File: config.mk
export PLATFORM = sky130hd
export DESIGN_NAME = gtx_prbs_chk_r24_c160
export DESIGN_NICKNAME = d
export VERILOG_FILES = /design/src/rtl/gtx_prbs_pkg.sv /design/src/rtl/gtx_sat_cnt.sv /design/src/rtl/gtx_prbs_chk_r24_c160.sv
export SDC_FILE = /design/constraint.sdc
export NUM_CORES = 1
export LEC_CHECK = 0
export CORE_ASPECT_RATIO = 1.4
export CORE_MARGIN = 1
export CORE_UTILIZATION = 40
export DETAILED_ROUTE_END_ITERATION = 8
export PLACE_DENSITY_LB_ADDON = 0.15
export SLEW_MARGIN = 20
export SYNTH_ARGS = -nofsm -noshare
export SYNTH_HDL_FRONTEND = slang
export SYNTH_SLANG_ARGS = --single-unit
File: constraint.sdc
create_clock -name clk -period 4.8 [get_ports clk]
set_input_delay 0.48 -clock clk [delete_from_list [all_inputs] [get_ports clk]]
set_output_delay 0.48 -clock clk [all_outputs]
set_load 0.03 [all_outputs]
File: src/rtl/gtx_prbs_pkg.sv
// rtl/gtx_prbs_pkg.sv - shared PRBS-24 [24,23,22,17] next-word function, state encoding and seed
// Generator and checker both take F from here so the two ends cannot diverge.
package gtx_prbs_pkg;

  localparam logic [23:0] PRBS_SEED = 24'h4DB62E;

  typedef enum logic [1:0] {
    HUNT   = 2'd0,
    VERIFY = 2'd1,
    LOCKED = 2'd2
  } chk_state_t;

  // One CE advances the Fibonacci LFSR 24 bit-times, so every word is fully new bits.
  function automatic logic [23:0] lfsr_r24_next(input logic [23:0] x);
    logic [23:0] s;
    s = x;
    for (int i = 0; i < 24; i++) begin
      s = {s[22:0], s[23] ^ s[22] ^ s[21] ^ s[16]};
    end
    return s;
  endfunction

endpackage

File: src/rtl/gtx_sat_cnt.sv
// rtl/gtx_sat_cnt.sv - saturating counter with synchronous clear and multi-bit increment
// A clear in the same cycle as an increment loads the increment rather than zero.
module gtx_sat_cnt #(
  parameter int W  = 16,
  parameter int IW = 1
) (
  input  logic          clk,
  input  logic          rst_n,
  input  logic          clr,
  input  logic [IW-1:0] inc,
  output logic [W-1:0]  cnt
);

  localparam int SW = ((W > IW) ? W : IW) + 1;
  localparam logic [SW-1:0] MAXV = SW'({W{1'b1}});

  logic [SW-1:0] base;
  logic [SW-1:0] sum;

  always_comb begin
    base = clr ? '0 : SW'(cnt);
    sum  = base + SW'(inc);
  end

  always_ff @(posedge clk or negedge rst_n) begin
    if (!rst_n) begin
      cnt <= '0;
    end else begin
      cnt <= (sum > MAXV) ? '1 : sum[W-1:0];
    end
  end

endmodule

File: src/rtl/gtx_prbs_chk_r24_c160.sv
// rtl/gtx_prbs_chk_r24_c160.sv - self-synchronising PRBS-24 link-test checker with flywheel lock
// Optional bit-error counter enabled by macro GTX_PRBS_BIT_ERR_CNT_EN.
module gtx_prbs_chk_r24_c160
  import gtx_prbs_pkg::*;
#(
  parameter int LOCK_CNT   = 8,
  parameter int UNLOCK_CNT = 4,
  parameter int CNT_W      = 16
) (
  input  logic             clk,
  input  logic             rst_n,
  input  logic             ce,
  input  logic [23:0]      data,
  input  logic             clr_cnt,
  output logic             locked,
  output logic             err,
  output logic [CNT_W-1:0] err_cnt,
  output logic             lock_lost
`ifdef GTX_PRBS_BIT_ERR_CNT_EN
  ,
  output logic [CNT_W-1:0] bit_err_cnt
`endif
);

  localparam logic [3:0] LOCK_LAST   = 4'(LOCK_CNT - 1);
  localparam logic [3:0] UNLOCK_LAST = 4'(UNLOCK_CNT - 1);

  chk_state_t  state_q, state_d;
  logic [23:0] ref_q, ref_d;
  logic [3:0]  match_q, match_d;
  logic [3:0]  miss_q, miss_d;
  logic        locked_d;
  logic        err_d;
  logic        lost_d;
  logic        lost_set;
  logic        err_inc;
  logic [23:0] exp_word;
  logic        hit;

  assign exp_word = lfsr_r24_next(ref_q);
  assign hit      = (data == exp_word);

  always_comb begin
    state_d  = state_q;
    ref_d    = ref_q;
    match_d  = match_q;
    miss_d   = miss_q;
    locked_d = locked;
    err_d    = 1'b0;
    lost_set = 1'b0;
    err_inc  = 1'b0;
    if (ce) begin
      case (state_q)
        HUNT: begin
          // An all-zero stream is a fixed point of F and must never lock.
          if (data != 24'd0) begin
            ref_d   = data;
            match_d = 4'd0;
            state_d = VERIFY;
          end
        end
        VERIFY: begin
          ref_d = data;
          if (hit) begin
            match_d = match_q + 4'd1;
            if (match_q == LOCK_LAST) begin
              state_d  = LOCKED;
              locked_d = 1'b1;
              miss_d   = 4'd0;
            end
          end else begin
            match_d = 4'd0;
            if (data == 24'd0) state_d = HUNT;
          end
        end
        LOCKED: begin
          // Flywheel: the expected sequence never absorbs a corrupted word.
          ref_d = exp_word;
          if (hit) begin
            miss_d = 4'd0;
          end else begin
            err_d   = 1'b1;
            err_inc = 1'b1;
            if (miss_q == UNLOCK_LAST) begin
              state_d  = HUNT;
              locked_d = 1'b0;
              lost_set = 1'b1;
              miss_d   = 4'd0;
            end else begin
              miss_d = miss_q + 4'd1;
            end
          end
        end
        default: begin
          state_d  = HUNT;
          locked_d = 1'b0;
        end
      endcase
    end
    lost_d = lost_set ? 1'b1 : (clr_cnt ? 1'b0 : lock_lost);
  end

  always_ff @(posedge clk or negedge rst_n) begin
    if (!rst_n) begin
      state_q   <= HUNT;
      ref_q     <= '0;
      match_q   <= '0;
      miss_q    <= '0;
      locked    <= 1'b0;
      err       <= 1'b0;
      lock_lost <= 1'b0;
    end else begin
      state_q   <= state_d;
      ref_q     <= ref_d;
      match_q   <= match_d;
      miss_q    <= miss_d;
      locked    <= locked_d;
      err       <= err_d;
      lock_lost <= lost_d;
    end
  end

  gtx_sat_cnt #(.W(CNT_W), .IW(1)) u_err_cnt (
    .clk   (clk),
    .rst_n (rst_n),
    .clr   (clr_cnt),
    .inc   (err_inc),
    .cnt   (err_cnt)
  );

`ifdef GTX_PRBS_BIT_ERR_CNT_EN
  logic [23:0] diff;
  logic [4:0]  bit_inc;

  assign diff = data ^ exp_word;

  always_comb begin
    bit_inc = 5'd0;
    if (ce && (state_q == LOCKED)) begin
      for (int i = 0; i < 24; i++) begin
        bit_inc = bit_inc + 5'(diff[i]);
      end
    end
  end

  gtx_sat_cnt #(.W(CNT_W), .IW(5)) u_bit_err_cnt (
    .clk   (clk),
    .rst_n (rst_n),
    .clr   (clr_cnt),
    .inc   (bit_inc),
    .cnt   (bit_err_cnt)
  );
`endif

endmodule

; After elaboration in Yosys (flattened, before gate mapping)
; Cells that the tools add are included.
[totals]
elab_cells = 142
in_bits = 28
output_inout_bits = 19
register_bits = 53
[classes]
n_addsub = 3
n_reduce_logical = 12
muxes = 33
n_bitwise = 73
n_eq_ne = 12
n_lt_le_gt_ge = 1
[op_table]
columns = op, n
row1 = case mux 24 bit (3 select lines), 1
row2 = XOR 1 bit, 72
row3 = two-way mux 16 bit, 2
row4 = equality test 24 bit, 1
row5 = logical NOT 24 bit, 1
row6 = two-way mux 24 bit, 1
row7 = two-way mux 4 bit, 6
row8 = nonzero test 24 bit, 1
row9 = adder 17 x 1 -> 17 bit, 1
row10 = "> comparator 17 x 16 -> 1 bit, second input constant", 1
row11 = case mux 4 bit (2 select lines), 2
row12 = two-way mux 1 bit, 13
row13 = two-way mux 2 bit, 6
row14 = AND reduction 6 bit, 2
row15 = "inequality test 2 bit, second input constant", 5
row16 = "adder 4 x 1 -> 4 bit, second input constant", 2
row17 = "inequality test 3 bit, second input constant", 2
row18 = case mux 2 bit (3 select lines), 1
row19 = AND reduction 3 bit, 2
row20 = nonzero test 2 bit, 3
row21 = "equality test 4 x 2 -> 1 bit, second input constant", 1
row22 = "equality test 4 x 3 -> 1 bit, second input constant", 1
row23 = AND reduction 4 bit, 1
row24 = case mux 1 bit (3 select lines), 1
row25 = other kinds (5), 5

; Depth between registers and ports, before layout
; Gate-level depths: netlist (run 1).
[depth]
ltp_word = 13
depth_mapped = 15
depth_no_buf = 13

; Hierarchy
; A second synthesis (run 1) with hierarchy kept.
[hier_totals]
cells_unflattened = 434
area_unflattened_um2 = 4194.0
[by_module_without_submodules]
columns = mod, area_per_inst_um2, cells_per_inst, n_inst, seq_area_each_um2
row1 = gtx_prbs_chk_r24_c160, 3229.3, 340, 1, 925.9
row2 = gtx_sat_cnt, 964.7, 94, 1, 400.4

; Worst setup path after synthesis (run 1)
; OpenSTA, ideal clock, no wires.
[synth_path]
kind = reg2reg
start = register ref_q[17]
end = register u_err_cnt.cnt[10]
stages_incl_launch_ff = 16
setup_ns = 0.139
path_buffers = 2
path_slack_ns = 1.220
synth_period_minus_slack_ns = 3.580
t_required_ns = 4.661
arrival_ns = 3.441
cell_sequence = dfrtp_1 buf_6 xnor3_2 xor2_2 xnor2_1 xnor2_1 nand4_1 or3_4 and3_1 ha_1 ha_1 nand4_1 nor2_1 nand3_1 clkbuf_1 o21ai_0
[synth_between]
elab_chain_len = 11
word_cells_on_any_way = 18
[synth_rtl]
columns = element, line_no
row1 = start: declaration, gtx_prbs_chk_r24_c160.sv:29  ; logic [23:0] ref_q, ref_d;
row2 = start signal: assignment, gtx_prbs_chk_r24_c160.sv:114  ; ref_q <= ref_d;
row3 = XOR 1 bit (4 in series), gtx_prbs_pkg.sv:18  ; s = {s[22:0], s[23] ^ s[22] ^ s[21] ^ s[16]};
row4 = equality test 24 bit *, gtx_prbs_chk_r24_c160.sv:41  ; assign hit = (data == exp_word);
row5 = two-way mux 1 bit * (3 in series), --
row6 = named net err_d, gtx_prbs_chk_r24_c160.sv:33  ; logic err_d;
row7 = adder 17 x 1 -> 17 bit *, gtx_sat_cnt.sv:22  ; sum = base + SW'(inc);
row8 = > comparator 17 x 16 -> 1 bit, gtx_sat_cnt.sv:29  ; cnt <= (sum > MAXV) ? '1 : sum[W-1:0];
row9 = two-way mux 16 bit *, gtx_sat_cnt.sv:29
row10 = end signal: assignment, gtx_sat_cnt.sv:29
row11 = end: declaration, gtx_sat_cnt.sv:11  ; output logic [W-1:0] cnt
; Mark *: on every way through the listed nets, which the timed path passes. The rest lies on a longest branch.
; A chain may end at the register's enable or synchronous reset.

; Worst setup path after layout (run 1)
[layout_path]
start = register ref_q[17]
end = register u_err_cnt.cnt[2]
; The elaborated chain is that of the path after synthesis.

==> metrics.txt, run 1 <==
total of max-cap violations 0; R2R Setup Slk ~0.54 ns; DRC 0; die height approximately 120 um; Synth area leaders dfrtp_1, xnor2_1, nand2_1; Seq pwr share around a quarter; Clock Sinks 53; Post-CTS Setup Inserts 0; vias in the first global route approximately 3000; number of detailed-route iterations in the first pass 4; Routed WL around 9.6 mm; TritonCTS Buffers 5; CP startpoint ref_q[17]; post-synthesis register bit count between 50 and 60; Final ANT Viol Nets 0; fin area 4510 um2; share of the synthesized area in the top cell type 34.0%; CTS Buffer Depth 2; Rows 42; count of different cell masters after synthesis around 50; Syn Inst Count 423; # setup viols final 0; CP max-delay cell xnor3_2; Fmax approximately 230 MHz; worst path arrival time between 4 and 5 ns; clock skew roughly 0.0058 ns; Critical Path End Type flop; largest net degree at the start of global routing 54; Total Power around 3.3 mW; most common cell after layout, fill and taps aside nand2_1; Max VDD drop about 0.38 mV; Post-Syn Nets roughly 460; CP Max Fanout 14; reg2reg start ref_q[17]; vias per cell around 5.6; core region area between 9000 and 10000 um2; post-synthesis sequential area ratio around 34%; CTS H-tree lvls 2; setup tns final 0 ns; WP data required roughly 5 ns; Initial Utilization 41.2%; R2R Path End u_err_cnt.cnt[2]; Psw between 1 and 1.5 mW; Max stage delay on crit path about 0.52 ns; PostCTS Resize Cnt 0; DP Area 4360 um2; Die Area around 10000 um2; RSZ-0062 raised after global routing false; first-pass GRT wire length about 16 mm; CP Capture Point u_err_cnt.cnt[2]; CP bufs+invs 0; CP Cell Sequence xnor3_2, xor2_2, xnor2_1, xnor2_1, nand4_1, or3_4, and3_1, ha_1, ha_1, nand4_1, nor2_1, nand3_1, o21ai_0; Finished Layout Cells 559; clk slew on worst S/H paths around 0.080 ns; Rel. slew slack 34.6%; critical path depth 13; CP Launch Type flop; Mean Syn Cell Area approximately 9.2 um2; dpl cells about 550; Comb power frac between 60% and 70%; Hold Crit Class in -> async; # IOs 47; Placer Congestion between 0.8 and 0.9; leakage power between 1.5 and 2 nW; Worst-Skew Late Latency approximately 0.30 ns; diode count 0; drt wl/cell about 17 um; CTS tree done; Internal between 1.5 and 2 mW; Worst-Margin Slew 0.981 ns; endpoints failing hold 0; IO Port Bufs 46; Vias roughly 3100; Synth Cell Area between 3000 and 4000 um2; Sw Share between 40 and 50%; GRT overflow 0; Max Slew Vio Count 0; kind of cell adding the most delay to the critical path simple AND/OR/NAND/NOR gates; initial antenna violation count 0; GRT Total Usage 20.0%; Final period util 88.7%; Yosys warnings 0; detailed placement HPWL about 7.2 mm; Core Util, Final between 40% and 50%; Area growth, synth to finish 15.9%; clock power share approximately an eighth; Tmin final 4.26 ns; commonest non-fill, non-tap cells in the layout nand2_1, xnor2_1, dfrtp_1, clkdlybuf4s50_1, a21oi_1; fin nets a little under 500; layout cells sized above 1 5.79%; Cell Pwr Density 728 nW/um2; leading area contributor after synthesis dfrtp_1; Detailed Route Iter0 Violations just under 90; # hold bufs at CTS 0; root buffer cell clkbuf_16; chip width 85.4 um; Reg2Reg Depth 13; status completed; Crit Path Category reg -> reg
==> Yosys cell counts, drive strengths merged <==
cell     number
nand2        60
xnor2        58
dfrtp        53
a21oi        32
o21ai        26
xor2         24
clkbuf       16
nor2         16
buf          14
o22ai        14
nand3        12
mux2i        10
nand4        10
xnor3        10
nor4          8
ha            7
inv           6
a21o          4
a22o          4
nand2b        4
nor2b         4
nor3          4
mux2          3
nor3b         3
a211oi        2
a21boi        2
and3          2
or3           2
xor3          2
a31o          1
a32o          1
a41oi         1
and2          1
o211ai        1
o21a          1
o2bb2ai       1
o31ai         1
o32ai         1
or2           1
or3b          1
==> worst min path at each step <==
stage	from	slack, ns	depth (start not counted)	endpoint
floorplan	rst_n	0.18	0	err
global placement	state_q[0]	0.50	1	state_q[0]
detailed placement	match_q[3]	0.51	1	match_q[3]
CTS	rst_n	0.35	2	ref_q[22]
global route	rst_n	0.38	2	match_q[0]
finish	rst_n	0.31	2	match_q[0]
==> metrics by stage <==
| step | hold slack [ns] | worst slack (ns) |
|---|---|---|
| after global routing | 0.376 | 0.210 |
| after CTS | 0.352 | 0.489 |
| final | 0.314 | 0.543 |
| after global placement | 0.504 | 0.619 |
| after floorplan | 0.184 | 1.22 |
| after detailed placement | 0.507 | 0.543 |
==> state kept, by name (all words and copies together) (netlist names) <==
name and count:
locked 1, state_q 2, match_q 4, ref_q 24, lock_lost 1, err 1, u_err_cnt.cnt 16, miss_q 4
==> power groups by stage <==
stage,combinational [mW],sequential (mW),clock (mW)
after global routing,2.30,0.831,0.405
after global placement,2.08,0.814,0
after CTS,2.11,0.811,0.391
after detailed placement,2.09,0.818,0
final,2.09,0.811,0.384
after floorplan,1.89,0.645,0
==> logic make-up (layout without fill, tap and decap cells) <==
group	count (synthesis)	count (layout)	share of synthesized area, %
buffers and inverters	36	62	4.33
and+or+nand+nor	128	128	16.0
DFF	53	53	34.0
AOI/OAI and AO/OA	92	92	14.1
xor gates and xnor gates	94	94	25.9
muxes	13	13	3.44
adders and majority gates	7	7	2.25
==> worst register-to-register path, delay by kind of cell (launching register included) <==
family,cells,cell delay (ns)
AND/OR/NAND/NOR,6,1.68
AO/OA/AOI/OAI,1,0.19
XOR/XNOR,4,1.23
adder cells (fa/ha/maj),2,0.51
flip-flops,1,0.50
==> final cells by class <==
type                       instances  area [um2]
clock buffer                       5         125
sequential                        53        1330
tap                              110         138
clock inverter                     3        25.0
fill                             915        4940
multi-input combinational        334        2410
inverter                           6        22.5
timing repair buffer              48         470
==> layer usage <==
layer  routed length [um]  part of all wire, %  up-vias  global-route usage [%]
met2                 5180                   54       67                    37.4
met4                  347                  3.6        0                    8.65
met3                  223                  2.3       25                    2.51
li1                     -                    -     1507                       -
met1                 3830                   40     1512                    22.2
met5                    0                    0        -                       0
Note: power is estimated with default switching activity, not from simulation.
==> run 2, diff against run 1 <==
--- a/config.mk
+++ b/config.mk
@@ -8,6 +8,7 @@
 export CORE_ASPECT_RATIO = 1.4
 export CORE_MARGIN = 1
 export CORE_UTILIZATION = 40
+export CTS_CLUSTER_DIAMETER = 60
 export DETAILED_ROUTE_END_ITERATION = 8
 export PLACE_DENSITY_LB_ADDON = 0.15
 export SLEW_MARGIN = 20
==> results of run 2 <==
Final layout, timing and power as in run 1 (identical DEF).
